[src/rtl/alu_req_serializer.sv]
// alu_req_serializer
//   Host-side transmitter for the ALU serial request link. Latches one request
//   (command byte + up to MAX_OPS operand bytes) on a valid/ready handshake and
//   shifts it out on sout as 12-bit framed words: all operand words first, the
//   command word last.
//   Frame bits, in order: start(0), flag(1=cmd), payload[7:0] MSB first,
//   even parity over flag+payload (optionally inverted), stop(1).
// Ports
//   clk, reset        clock, synchronous active-high reset
//   req_valid/ready   request handshake; ready only while idle
//   req_cmd           command byte
//   req_nops          operand count, clamped to MAX_OPS
//   req_data          operand bytes, byte i at [8*i+:8], byte 0 sent first
//   req_inj_dpar      invert parity of the first operand word
//   req_inj_cpar      invert parity of the command word
//   sout              registered serial line, idle high
//   busy              request in flight (includes the done cycle)
//   done              one-cycle pulse after the last stop bit
module alu_req_serializer #(
   parameter int MAX_OPS      = 9,
   parameter int CLKS_PER_BIT = 1,
   parameter int GAP_CLKS     = 1
) (
   input  logic                 clk,
   input  logic                 reset,
   input  logic                 req_valid,
   output logic                 req_ready,
   input  logic [7:0]           req_cmd,
   input  logic [3:0]           req_nops,
   input  logic [8*MAX_OPS-1:0] req_data,
   input  logic                 req_inj_dpar,
   input  logic                 req_inj_cpar,
   output logic                 sout,
   output logic                 busy,
   output logic                 done
);

   localparam int NW = $clog2(MAX_OPS + 1);
   localparam int CW = (CLKS_PER_BIT > 1) ? $clog2(CLKS_PER_BIT) : 1;
   localparam int GW = (GAP_CLKS > 1) ? $clog2(GAP_CLKS) : 1;

   typedef enum logic [1:0] {S_IDLE, S_SHIFT, S_GAP, S_DONE} state_e;

   state_e               state_q, state_d;
   logic [11:0]          sh_q, sh_d;       // current frame, bit 11 is on the line
   logic [3:0]           bit_q, bit_d;
   logic [CW-1:0]        cpb_q, cpb_d;
   logic [GW-1:0]        gap_q, gap_d;
   logic [NW-1:0]        wi_q, wi_d;       // word index; wi == nops is the command word
   logic [NW-1:0]        nops_q, nops_d;
   logic [7:0]           cmd_q, cmd_d;
   logic [8*MAX_OPS-1:0] data_q, data_d;
   logic                 dinj_q, dinj_d;
   logic                 cinj_q, cinj_d;
   logic                 sout_q, sout_d;
   logic [NW-1:0]        eff_nops;

   function automatic logic [11:0] mk_frame(input logic flag, input logic [7:0] pl,
                                            input logic inj);
      return {1'b0, flag, pl, (^{flag, pl}) ^ inj, 1'b1};
   endfunction

   function automatic logic [11:0] word_frame(input logic [NW-1:0] idx,
                                              input logic [NW-1:0] nops,
                                              input logic [7:0] cmd,
                                              input logic [8*MAX_OPS-1:0] data,
                                              input logic dinj, input logic cinj);
      if (idx < nops)
         return mk_frame(1'b0, data[8*int'(idx) +: 8], dinj && (idx == '0));
      return mk_frame(1'b1, cmd, cinj);
   endfunction

   always_comb begin
      if (int'(req_nops) > MAX_OPS) eff_nops = NW'(MAX_OPS);
      else                          eff_nops = NW'(req_nops);
   end

   always_comb begin
      state_d = state_q;
      sh_d    = sh_q;
      bit_d   = bit_q;
      cpb_d   = cpb_q;
      gap_d   = gap_q;
      wi_d    = wi_q;
      nops_d  = nops_q;
      cmd_d   = cmd_q;
      data_d  = data_q;
      dinj_d  = dinj_q;
      cinj_d  = cinj_q;
      case (state_q)
         S_IDLE: begin
            if (req_valid) begin
               nops_d  = eff_nops;
               cmd_d   = req_cmd;
               data_d  = req_data;
               dinj_d  = req_inj_dpar;
               cinj_d  = req_inj_cpar;
               wi_d    = '0;
               bit_d   = '0;
               cpb_d   = '0;
               sh_d    = word_frame('0, eff_nops, req_cmd, req_data,
                                    req_inj_dpar, req_inj_cpar);
               state_d = S_SHIFT;
            end
         end
         S_SHIFT: begin
            if (int'(cpb_q) == CLKS_PER_BIT - 1) begin
               cpb_d = '0;
               if (bit_q == 4'd11) begin
                  bit_d = '0;
                  if (wi_q == nops_q) begin
                     state_d = S_DONE;
                  end else begin
                     wi_d = wi_q + NW'(1);
                     if (GAP_CLKS == 0) begin
                        sh_d = word_frame(wi_q + NW'(1), nops_q, cmd_q, data_q,
                                          dinj_q, cinj_q);
                     end else begin
                        gap_d   = '0;
                        state_d = S_GAP;
                     end
                  end
               end else begin
                  bit_d = bit_q + 4'd1;
                  sh_d  = {sh_q[10:0], 1'b1};
               end
            end else begin
               cpb_d = cpb_q + CW'(1);
            end
         end
         S_GAP: begin
            if (int'(gap_q) == GAP_CLKS - 1) begin
               sh_d    = word_frame(wi_q, nops_q, cmd_q, data_q, dinj_q, cinj_q);
               bit_d   = '0;
               cpb_d   = '0;
               state_d = S_SHIFT;
            end else begin
               gap_d = gap_q + GW'(1);
            end
         end
         S_DONE: state_d = S_IDLE;
         default: state_d = S_IDLE;
      endcase
      // Line value for the next cycle follows the next state, keeping sout a flop.
      sout_d = (state_d == S_SHIFT) ? sh_d[11] : 1'b1;
   end

   always_ff @(posedge clk) begin
      if (reset) begin
         state_q <= S_IDLE;
         sh_q    <= '1;
         bit_q   <= '0;
         cpb_q   <= '0;
         gap_q   <= '0;
         wi_q    <= '0;
         nops_q  <= '0;
         cmd_q   <= '0;
         data_q  <= '0;
         dinj_q  <= 1'b0;
         cinj_q  <= 1'b0;
         sout_q  <= 1'b1;
      end else begin
         state_q <= state_d;
         sh_q    <= sh_d;
         bit_q   <= bit_d;
         cpb_q   <= cpb_d;
         gap_q   <= gap_d;
         wi_q    <= wi_d;
         nops_q  <= nops_d;
         cmd_q   <= cmd_d;
         data_q  <= data_d;
         dinj_q  <= dinj_d;
         cinj_q  <= cinj_d;
         sout_q  <= sout_d;
      end
   end

   assign sout      = sout_q;
   assign busy      = (state_q != S_IDLE);
   assign done      = (state_q == S_DONE);
   assign req_ready = (state_q == S_IDLE);

endmodule

[config.mk]
export PLATFORM = sky130hd
export DESIGN_NAME = alu_req_serializer
export DESIGN_NICKNAME = d
export VERILOG_FILES = /design/src/rtl/alu_req_serializer.sv
export SDC_FILE = /design/constraint.sdc
export NUM_CORES = 1
export LEC_CHECK = 0
export ABC_AREA = 1
export BUFFER_PORTS_ARGS = -buffer_cell sky130_fd_sc_hd__buf_2
export CORE_MARGIN = 1
export CORE_UTILIZATION = 50
export DETAILED_ROUTE_END_ITERATION = 12
export PLACE_DENSITY = 0.72
export SYNTH_ARGS = -nofsm -noshare
export SYNTH_HDL_FRONTEND = slang
export SYNTH_SLANG_ARGS = --single-unit
[constraint.sdc]
create_clock -name clk -period 1.9 [get_ports clk]
set_input_delay 0.38 -clock clk [delete_from_list [all_inputs] [get_ports clk]]
set_output_delay 0.38 -clock clk [all_outputs]
set_load 0.05 [all_outputs]
* Yosys cells after proc, flatten, opt, wreduce, memory -nomap -nowiden
Index checks and enable logic that the tools add are counted.
Word-level totals: bits in registers 111, bits in latches 0, memory bits (writable) 0, bits in read-only memories 0, bits of input ports 89, output and inout bits 4, logic and storage cells 96, memories kept 0
Cells by class: $add $sub $neg 4, $mul 0, div/mod/pow operators 0, magnitude comparators 3, equality and inequality tests 12, shift-type cells 1, muxes and demuxes 40, bitwise operators 5, reductions and logical operators 18
Operators by type and width (count):
- 12-bit two-way mux | 8
- 72-bit by 8-bit variable part select with 8-bit output | 1
- 12-bit case mux with 3 select lines | 1
- 9-bit parity | 4
- 4-bit two-way mux | 8
- 1-bit two-way mux | 14
- 2-bit != test, second input constant | 6
- 4-bit case mux with 3 select lines | 1
- 5-bit AND reduction | 2
- 4-bit by 1-bit adder with 4-bit output, second input constant | 2
- 2-bit two-way mux | 4
- 2-bit case mux with 4 select lines | 1
- 4-bit case mux with 2 select lines | 1
- 4-bit AND reduction | 2
- 2-bit nonzero test | 3
- 2-bit by 1-bit equality test with 1-bit output, second input constant | 2
- 2-bit equality test, second input constant | 2
- 4-bit equality test | 1
- 4-bit equality test, second input constant | 1
- 4-bit greater-than comparator, second input constant | 1
- 4-bit zero test | 1
- 1-bit by 4-bit < comparator with 1-bit output, first input constant | 1
- 4-bit < comparator | 1
- 1-bit bitwise XOR | 4
- 10 further kinds | 11

* Depth between registers and ports, before layout
Gate-level depths: netlist (run 1).
word-level depth 9, mapped depth 19, mapped depth without buffers 17

* Least setup slack after synthesis (run 1)
OpenSTA, ideal clock, no wires.
path type register to register, start register state_q[0], end register sh_q[6], library setup time 0.082 ns, arrival 2.473 ns, required time 1.818 ns, slack -0.655 ns, stages on the path, launching flop included 9, path buffers 1, period minus slack after synthesis 2.555 ns, cell sequence dfxtp_1 > nor2_1 > inv_1 > o21ai_1 > nor2_1 > inv_1 > buf_2 > a21oi_1 > o2111ai_1
On the way: longest elaborated chain between the ends 3, elaborated cells on any way between the ends 10, classes of those cells 6 x eq/ne; 1 x mux; 3 x reduce/logical
RTL lines:
- start: declaration | line 44 | state_e state_q, state_d;
- start signal: assignment | line 163 | state_q <= state_d;
- 2-bit zero test *
- via req_ready | line 27 | output logic req_ready,
- 2-bit != test (no source line) or 3-bit nonzero test (tied branches)
- 5-bit AND reduction (no source line)
- end signal: assignment | line 151 | sh_q <= '1;
- end signal: assignment | line 164 | sh_q <= sh_d;
- end: declaration | line 45 | logic [11:0] sh_q, sh_d;
Mark *: on every way through the listed nets, which the timed path passes. The rest lies on a longest branch. A chain may end at the register's enable or synchronous reset.

* Worst setup path after layout (run 1)
start register wi_q[0], end register sh_q[1]
On the way: longest elaborated chain between the ends 7, elaborated cells on any way between the ends 13, classes of those cells 1 x order compare; 1 x shift; 7 x mux; 1 x bitwise; 3 x reduce/logical
RTL lines:
- start: declaration | line 49 | logic [NW-1:0] wi_q, wi_d;
- start signal: assignment | line 168 | wi_q <= wi_d;
- 72-bit by 8-bit variable part select with 8-bit output (tied with other cells) | line 69 | return mk_frame(1'b0, data[8*int'(idx) +: 8], dinj && (idx == '0));
- 9-bit parity (tied with other cells) | line 60 | return {1'b0, flag, pl, (^{flag, pl}) ^ inj, 1'b1};
- 1-bit bitwise XOR or 1-bit two-way mux (tied branches) | line 60, 132
- 12-bit two-way mux or 1-bit two-way mux (tied branches) | line 68, 90
- 12-bit two-way mux * | line 70 | return mk_frame(1'b1, cmd, cinj);
- 12-bit two-way mux * | line 132 | if (int'(gap_q) == GAP_CLKS - 1) begin
- 12-bit case mux with 3 select lines * | line 90 | case (state_q)
Every way passes the cells marked *; elsewhere a longest branch is shown, timed or not. The select of a mux whose other input is x is not followed.

==> metrics.txt, run 1 <==
f_max 530 MHz; Mapped Cells 776; Critical path destination sh_q[1]; PortBufs 92; die area 11100 um2; FF-to-FF End sh_q[1]; max incr delay on CP 0.39 ns; maximum VDD drop 0.381 mV; beginning of the critical path wi_q[0]; initial antenna violation count 0; CTS tree done; remaining antenna violation count 0; DRC viols 0; hold bufs inserted after CTS 0; Synth Flop Type dfxtp_1; Final Hold Fails 0; sequential cell area fraction in the yosys report 40.7%; DR vias 5384; fin crit period 1.89 ns; total global-route track usage 26.3%; DR pass1 iterations 5; R2R Setup Slk 0.01 ns; Nets 962; Site Rows 37; sequence of cells on the critical path inv_8 -> buf_6 -> nand2_2 -> nand3_1 -> nand2_1 -> nand2_1 -> nand3_2 -> nand2_2 -> inv_1 -> nor2_2 -> nand2_1 -> nand2_1 -> nand2_1 -> nand3_1 -> nand3_1 -> nand2_1 -> nand3_1; setup TNS 0 ns; peak fanout along the critical path 7; Num Clock Sinks 109; fin util 62.1%; starting density of the core 51.7%; PD cells 802 nW/um2; first-pass GRT wire length 23400 um; Clk Latency, worst-skew pair 0.37 ns; CTS Buffer Depth 2; GR Overflow Total 0; cell leakage power 0.00295 uW; Layout Skew 0.0121 ns; RSZ-0062 raised after global routing yes; Clock Pin Slew Worst Setup and Hold Paths 0.11 ns; syn_area_per_cell 6.90 um2; Die Span X 106 um; largest net degree at the start of global routing 76; H-tree levels 3; root buffer cell clkbuf_8; flops & latches, synth 109; Worst Reg-to-Reg Cells 17; Slew Viols, Final 0; Iter 0 DRT Violations 318; final WL 14200 um; Worst Max-Slew Pin Slew 0.375 ns; share of cells above drive strength 1 20.2%; ys async rst share 0%; cell depth of the worst setup path 17; per-cell routed wire length 14.1 um; Post-Syn Area 5360 um2; hpwl dp 10500 um; synth unique cells 33; Final Worst Setup Slack 0.0148 ns; Core Footprint 10400 um2; TritonCTS Buffers 9; R2R Path Start wi_q[0]; Vias/cell 5.35; vias in the first global route 5070; Worst slew margin 75.0%; type of origin of the critical path flip-flop; Min-Delay Path Class in2reg; worst path buffer plus inverter count 3; most used cell, CP nand2_1; final period utilization 99.2%; status completed; ant diodes 0; pre-CTS setup slack -0.0301 ns; delay-heaviest family, CP simple AND/OR/NAND/NOR gates; class of the most critical setup path reg2reg; Fillers 985; critical path's slowest cell dfxtp_4; synth warn 0; IO Count 93; final setup violation count 0; crit end category flip-flop; Post-synth EDFFs 0; gpl congestion 0.956; maxcap violations 0; worst path required time 2.15 ns; crit path DAT 2.14 ns; Area growth syn-to-layout 20.1%; Mapped Nets 872; Die H 106 um
[cells by family (layout without fill, tap and decap cells)]
group / after synthesis / count (layout) / synth area share [%]
and+or+nand+nor: 337 / 337 / 26.2
AOI/OAI and AO/OA: 176 / 176 / 17.8
buffers and inverters: 123 / 218 / 9.71
DFF: 109 / 109 / 40.7
xor gates and xnor gates: 24 / 24 / 3.92
adders and majority gates: 7 / 7 / 1.63
[routing by layer]
layer / track usage [%] / wire (um) / vias up
met5: 0 / 0 / -
met3: 5.01 / 908 / 29
li1: - / - / 2712
met2: 43.0 / 6520 / 173
met1: 35.1 / 6410 / 2470
met4: 8.43 / 346 / 0
[worst register-to-register path, stage by stage (launching register included)]
cell and delay, ns:
dfxtp_4 0.39, inv_8 0.09, buf_6 0.12, nand2_2 0.06, nand3_1 0.07, nand2_1 0.08
nand2_1 0.10, nand3_2 0.13, nand2_2 0.11, inv_1 0.05, nor2_2 0.09, nand2_1 0.06
nand2_1 0.06, nand2_1 0.07, nand3_1 0.08, nand3_1 0.07, nand2_1 0.06, nand3_1 0.07
[power by group]
group	switching, uW	total (uW)	internal (uW)
clock	812	1510	697
combinational	668	1110	441
sequential	88.2	2540	2450
total	1570	5160	3590
[cell usage in the layout, fill, tap and decap left out, types with 2 or more instances in the layout]
cell | Yosys | layout
a21oi_1 | 66 | 65
a221oi_1 | 7 | 6
a22oi_1 | 3 | 3
buf_12 | 0 | 6
buf_2 | 4 | 92
buf_4 | 3 | 17
buf_6 | 5 | 4
clkbuf_8 | 0 | 11
clkinv_4 | 0 | 2
dfxtp_1 | 109 | 105
dfxtp_4 | 0 | 4
ha_1 | 7 | 6
inv_1 | 75 | 73
inv_2 | 4 | 5
inv_6 | 0 | 2
inv_8 | 0 | 2
nand2_1 | 164 | 155
nand2_2 | 0 | 8
nand3_1 | 49 | 49
nand3_2 | 7 | 7
nand4_1 | 3 | 3
nor2_1 | 105 | 102
nor2_2 | 2 | 3
nor2_4 | 0 | 2
nor3_1 | 5 | 4
o2111ai_1 | 5 | 5
o21ai_0 | 87 | 86
o221ai_1 | 2 | 2
xnor2_1 | 14 | 14
xor2_1 | 10 | 10
[final cells by class]
class / count / area, um2 / area share, %
clock buffer: 11 / 151 / 2.35
clock inverter: 5 / 65.1 / 1.01
inverter: 82 / 325 / 5.06
multi-input combinational: 544 / 2750 / 42.7
sequential: 109 / 2200 / 34.1
tap: 136 / 170 / 2.64
timing repair buffer: 120 / 778 / 12.1
[flip-flops by register name, summed over array words and instances (netlist names)]
register and flops:
bit_q 4, cinj_q 1, cmd_q 8, data_q 72
dinj_q 1, nops_q 4, sh_q 12, sout 1
state_q 2, wi_q 4
[cell usage after synthesis, drive strengths merged (3+ instances only)]
| cell | number | area, um2 |
|---|---|---|
| nand4 | 3 | 18.8 |
| inv | 81 | 309 |
| o2111ai | 5 | 43.8 |
| dfxtp | 109 | 2180 |
| nand3 | 56 | 315 |
| clkbuf | 27 | 101 |
| a22oi | 3 | 22.5 |
| nand2 | 164 | 616 |
| a221oi | 7 | 61.3 |
| nor2 | 107 | 407 |
| nor3 | 6 | 41.3 |
| o21ai | 88 | 440 |
| xnor2 | 14 | 123 |
| ha | 7 | 87.6 |
| a21oi | 66 | 330 |
| buf | 14 | 106 |
| xor2 | 10 | 87.6 |
[worst min path at each step]
stage | from | end | slack [ns] | cells after the start
6_report | req_data[26] | data_q[26] | 0.25 | 3
2_1_floorplan | sh_q[0] | sh_q[0] | 0.42 | 2
5_1_grt | req_data[33] | data_q[33] | 0.25 | 3
4_1_cts | req_data[16] | data_q[16] | 0.24 | 3
3_5_place_dp | sh_q[0] | sh_q[0] | 0.43 | 2
3_3_place_gp | sh_q[0] | sh_q[0] | 0.43 | 2
[through the flow]
stage	total power, uW	instance area, um2	instances	hold WS [ns]
floorplan	3300	5370	776	0.420
global placement	3620	6070	989	0.434
detailed placement	3660	6070	989	0.435
CTS	5140	6300	1006	0.244
global route	5420	6430	1007	0.255
finish	5160	6430	1007	0.248
[repair_timing]
action | 4_1_cts | 5_1_grt
gates cloned | 0 | 1
resized for setup | 6 | 30
endpoints found under the hold margin | 0 | 0
pin swaps | 4 | 9
setup endpoints to repair | 3 | 10
setup buffers | 1 | 0
(Power assumes the default switching activity.)
==> run 2, diff against run 1 <==
ABC_CLOCK_PERIOD_IN_PS = 2300   (was not set)
clock period = 2.3 ns   (was 1.9 ns; I/O delays follow)
==> metrics.txt, run 2 (same netlist as run 1, synthesis figures left out) <==
PortBufs 92 (unchanged); Post-CTS Setup Repair Bufs 0 (-1); Clock Pin Slew Worst Setup and Hold Paths 0.10 ns (about the same); H-tree levels 3 (unchanged); root buffer cell clkbuf_8; DR pass1 iterations 5 (unchanged); starting density of the core 51.7% (unchanged); share of cells above drive strength 1 16.2% (-4.0 points); DRC viols 0 (unchanged); maxcap violations 0 (unchanged); R2R Setup Slk 0.24 ns (+0.22 ns); peak fanout along the critical path 8 (+1); Largest regs data_q (72), sh_q (12), cmd_q (8); Area growth syn-to-layout 13.6%; Num Clock Sinks 109 (unchanged); CTS Buffer Depth 2 (unchanged); maximum VDD drop 0.353 mV (-7.3%); status completed; per-cell routed wire length 13.4 um (-5.2%); crit path DAT 2.36 ns (+0.22 ns); TritonCTS Buffers 9 (unchanged); Top reg by flops data_q; Iter 0 DRT Violations 326 (+2.5%); die area 11100 um2 (unchanged); vias in the first global route 4821 (-4.9%); crit end category flip-flop; total global-route track usage 24.7% (-1.6 points); Slew Viols, Final 0 (unchanged); IO Count 93 (unchanged); fin crit period 2.06 ns (+0.176 ns); Vias/cell 5.27 (-1.5%); final std cell area, no fill 6090 um2 (-5.4%); setup TNS 0 ns (unchanged); Die H 106 um (unchanged); Site Rows 37 (unchanged); Layout Skew 0.0115 ns (-0.000613 ns); final period utilization 89.6% (-9.6 points); PD cells 677 nW/um2 (-16%); most used cell, CP nor2_1; Worst Max-Slew Pin Slew 0.874 ns (+0.498 ns); gpl congestion 0.931 (-2.6%); critical path's slowest cell dfxtp_1; hpwl dp 9890 um (-6.2%); initial antenna violation count 0 (unchanged); worst path required time 2.60 ns (+0.45 ns); largest net degree at the start of global routing 68 (-11%); leading cell type in the layout, fill and taps excluded nand2_1; Final Hold Fails 0 (unchanged); remaining antenna violation count 0 (unchanged); final setup violation count 0 (unchanged); first-pass GRT wire length 22300 um (-5.1%); worst hold path depth 3 (unchanged); Clk Latency, worst-skew pair 0.37 ns (about the same); cell leakage power 0.00281 uW (-4.8%); Worst Reg-to-Reg Cells 8 (-9); most frequent cells in the layout nand2_1 (163), dfxtp_1 (109), nor2_1 (104); CTS tree done; GR Overflow Total 0 (unchanged); hold endpoint data_q[47]; max reg flops 72 (unchanged); Die Span X 106 um (unchanged); DP Area 5890 um2 (-3.0%); ant diodes 0 (unchanged); FF-to-FF End sh_q[3]; hold bufs inserted after CTS 0 (unchanged); max incr delay on CP 0.59 ns (+0.20 ns); f_max 485 MHz (-8.5%); Nets 947 (-1.6%); sequence of cells on the critical path ha_1 -> a21oi_1 -> nor2_1 -> nor2_1 -> nand2_1 -> nor2_1 -> inv_1 -> o2111ai_1; Worst slew margin 41.5% (-33 points); Min-Delay Path Class in2reg; Core Footprint 10400 um2 (unchanged); class of the most critical setup path reg2reg; worst hold path startpoint req_data[47]; final WL 13300 um (-6.6%); DR vias 5226 (-2.9%); RSZ-0062 raised after global routing no; CTS-repair resized insts 0 (-6); R2R Path Start wi_q[1]; type of origin of the critical path flip-flop
==> run 2: per-layer routing <==
layer	share of wire [%]	wire length [um]	GRT usage [%]	vias up
met5	0	0	0	-
met4	2.1	283	8.63	0
met2	47	6170	40.8	148
li1	-	-	-	2661
met1	47	6200	32.9	2391
met3	4.6	604	3.65	26
==> run 2: worst max-delay path by stage <==
stage                     endpoint  cells after the start  startpoint
after floorplan            sh_q[6]                      8  state_q[0]
after global placement    bit_q[3]                      6  state_q[0]
after detailed placement   sh_q[3]                      8     wi_q[1]
after CTS                  sh_q[1]                     10     wi_q[1]
after global routing       sh_q[1]                     16     wi_q[1]
final                      sh_q[3]                      8     wi_q[1]
==> run 2: critical path, delay by kind of cell (launching register included) <==
family / cells / cell delay (ns)
simple gates: 4 / 0.62
flops: 1 / 0.59
compound gates: 2 / 0.35
fa+ha+maj: 1 / 0.32
buf+inv: 1 / 0.11
==> run 2: through the flow <==
stage	setup WS (ns)	instances	hold WS (ns)	power (uW)	util, %
after floorplan	0.104	776	0.420	2730	-
after global placement	0.393	976	0.437	2950	56.8
after detailed placement	0.290	976	0.444	2980	56.8
after CTS	0.261	992	0.324	4140	58.7
after global routing	0.00219	992	0.335	4360	58.7
final	0.239	992	0.332	4120	58.7
==> run 2: power by group <==
group / switching, uW / internal, uW
Clock: 666 / 517
Combinational: 520 / 314
Sequential: 75.0 / 2030
Total: 1260 / 2860
==> run 2: layout make-up <==
type | count | area (um2)
fillers | 1049 | 4280
multi-input cells | 544 | 2670
clock inverters | 6 | 70.1
clock buffers | 10 | 128
well taps | 136 | 170
repair buffers | 105 | 558
inverters | 82 | 313
flip-flops and latches | 109 | 2180
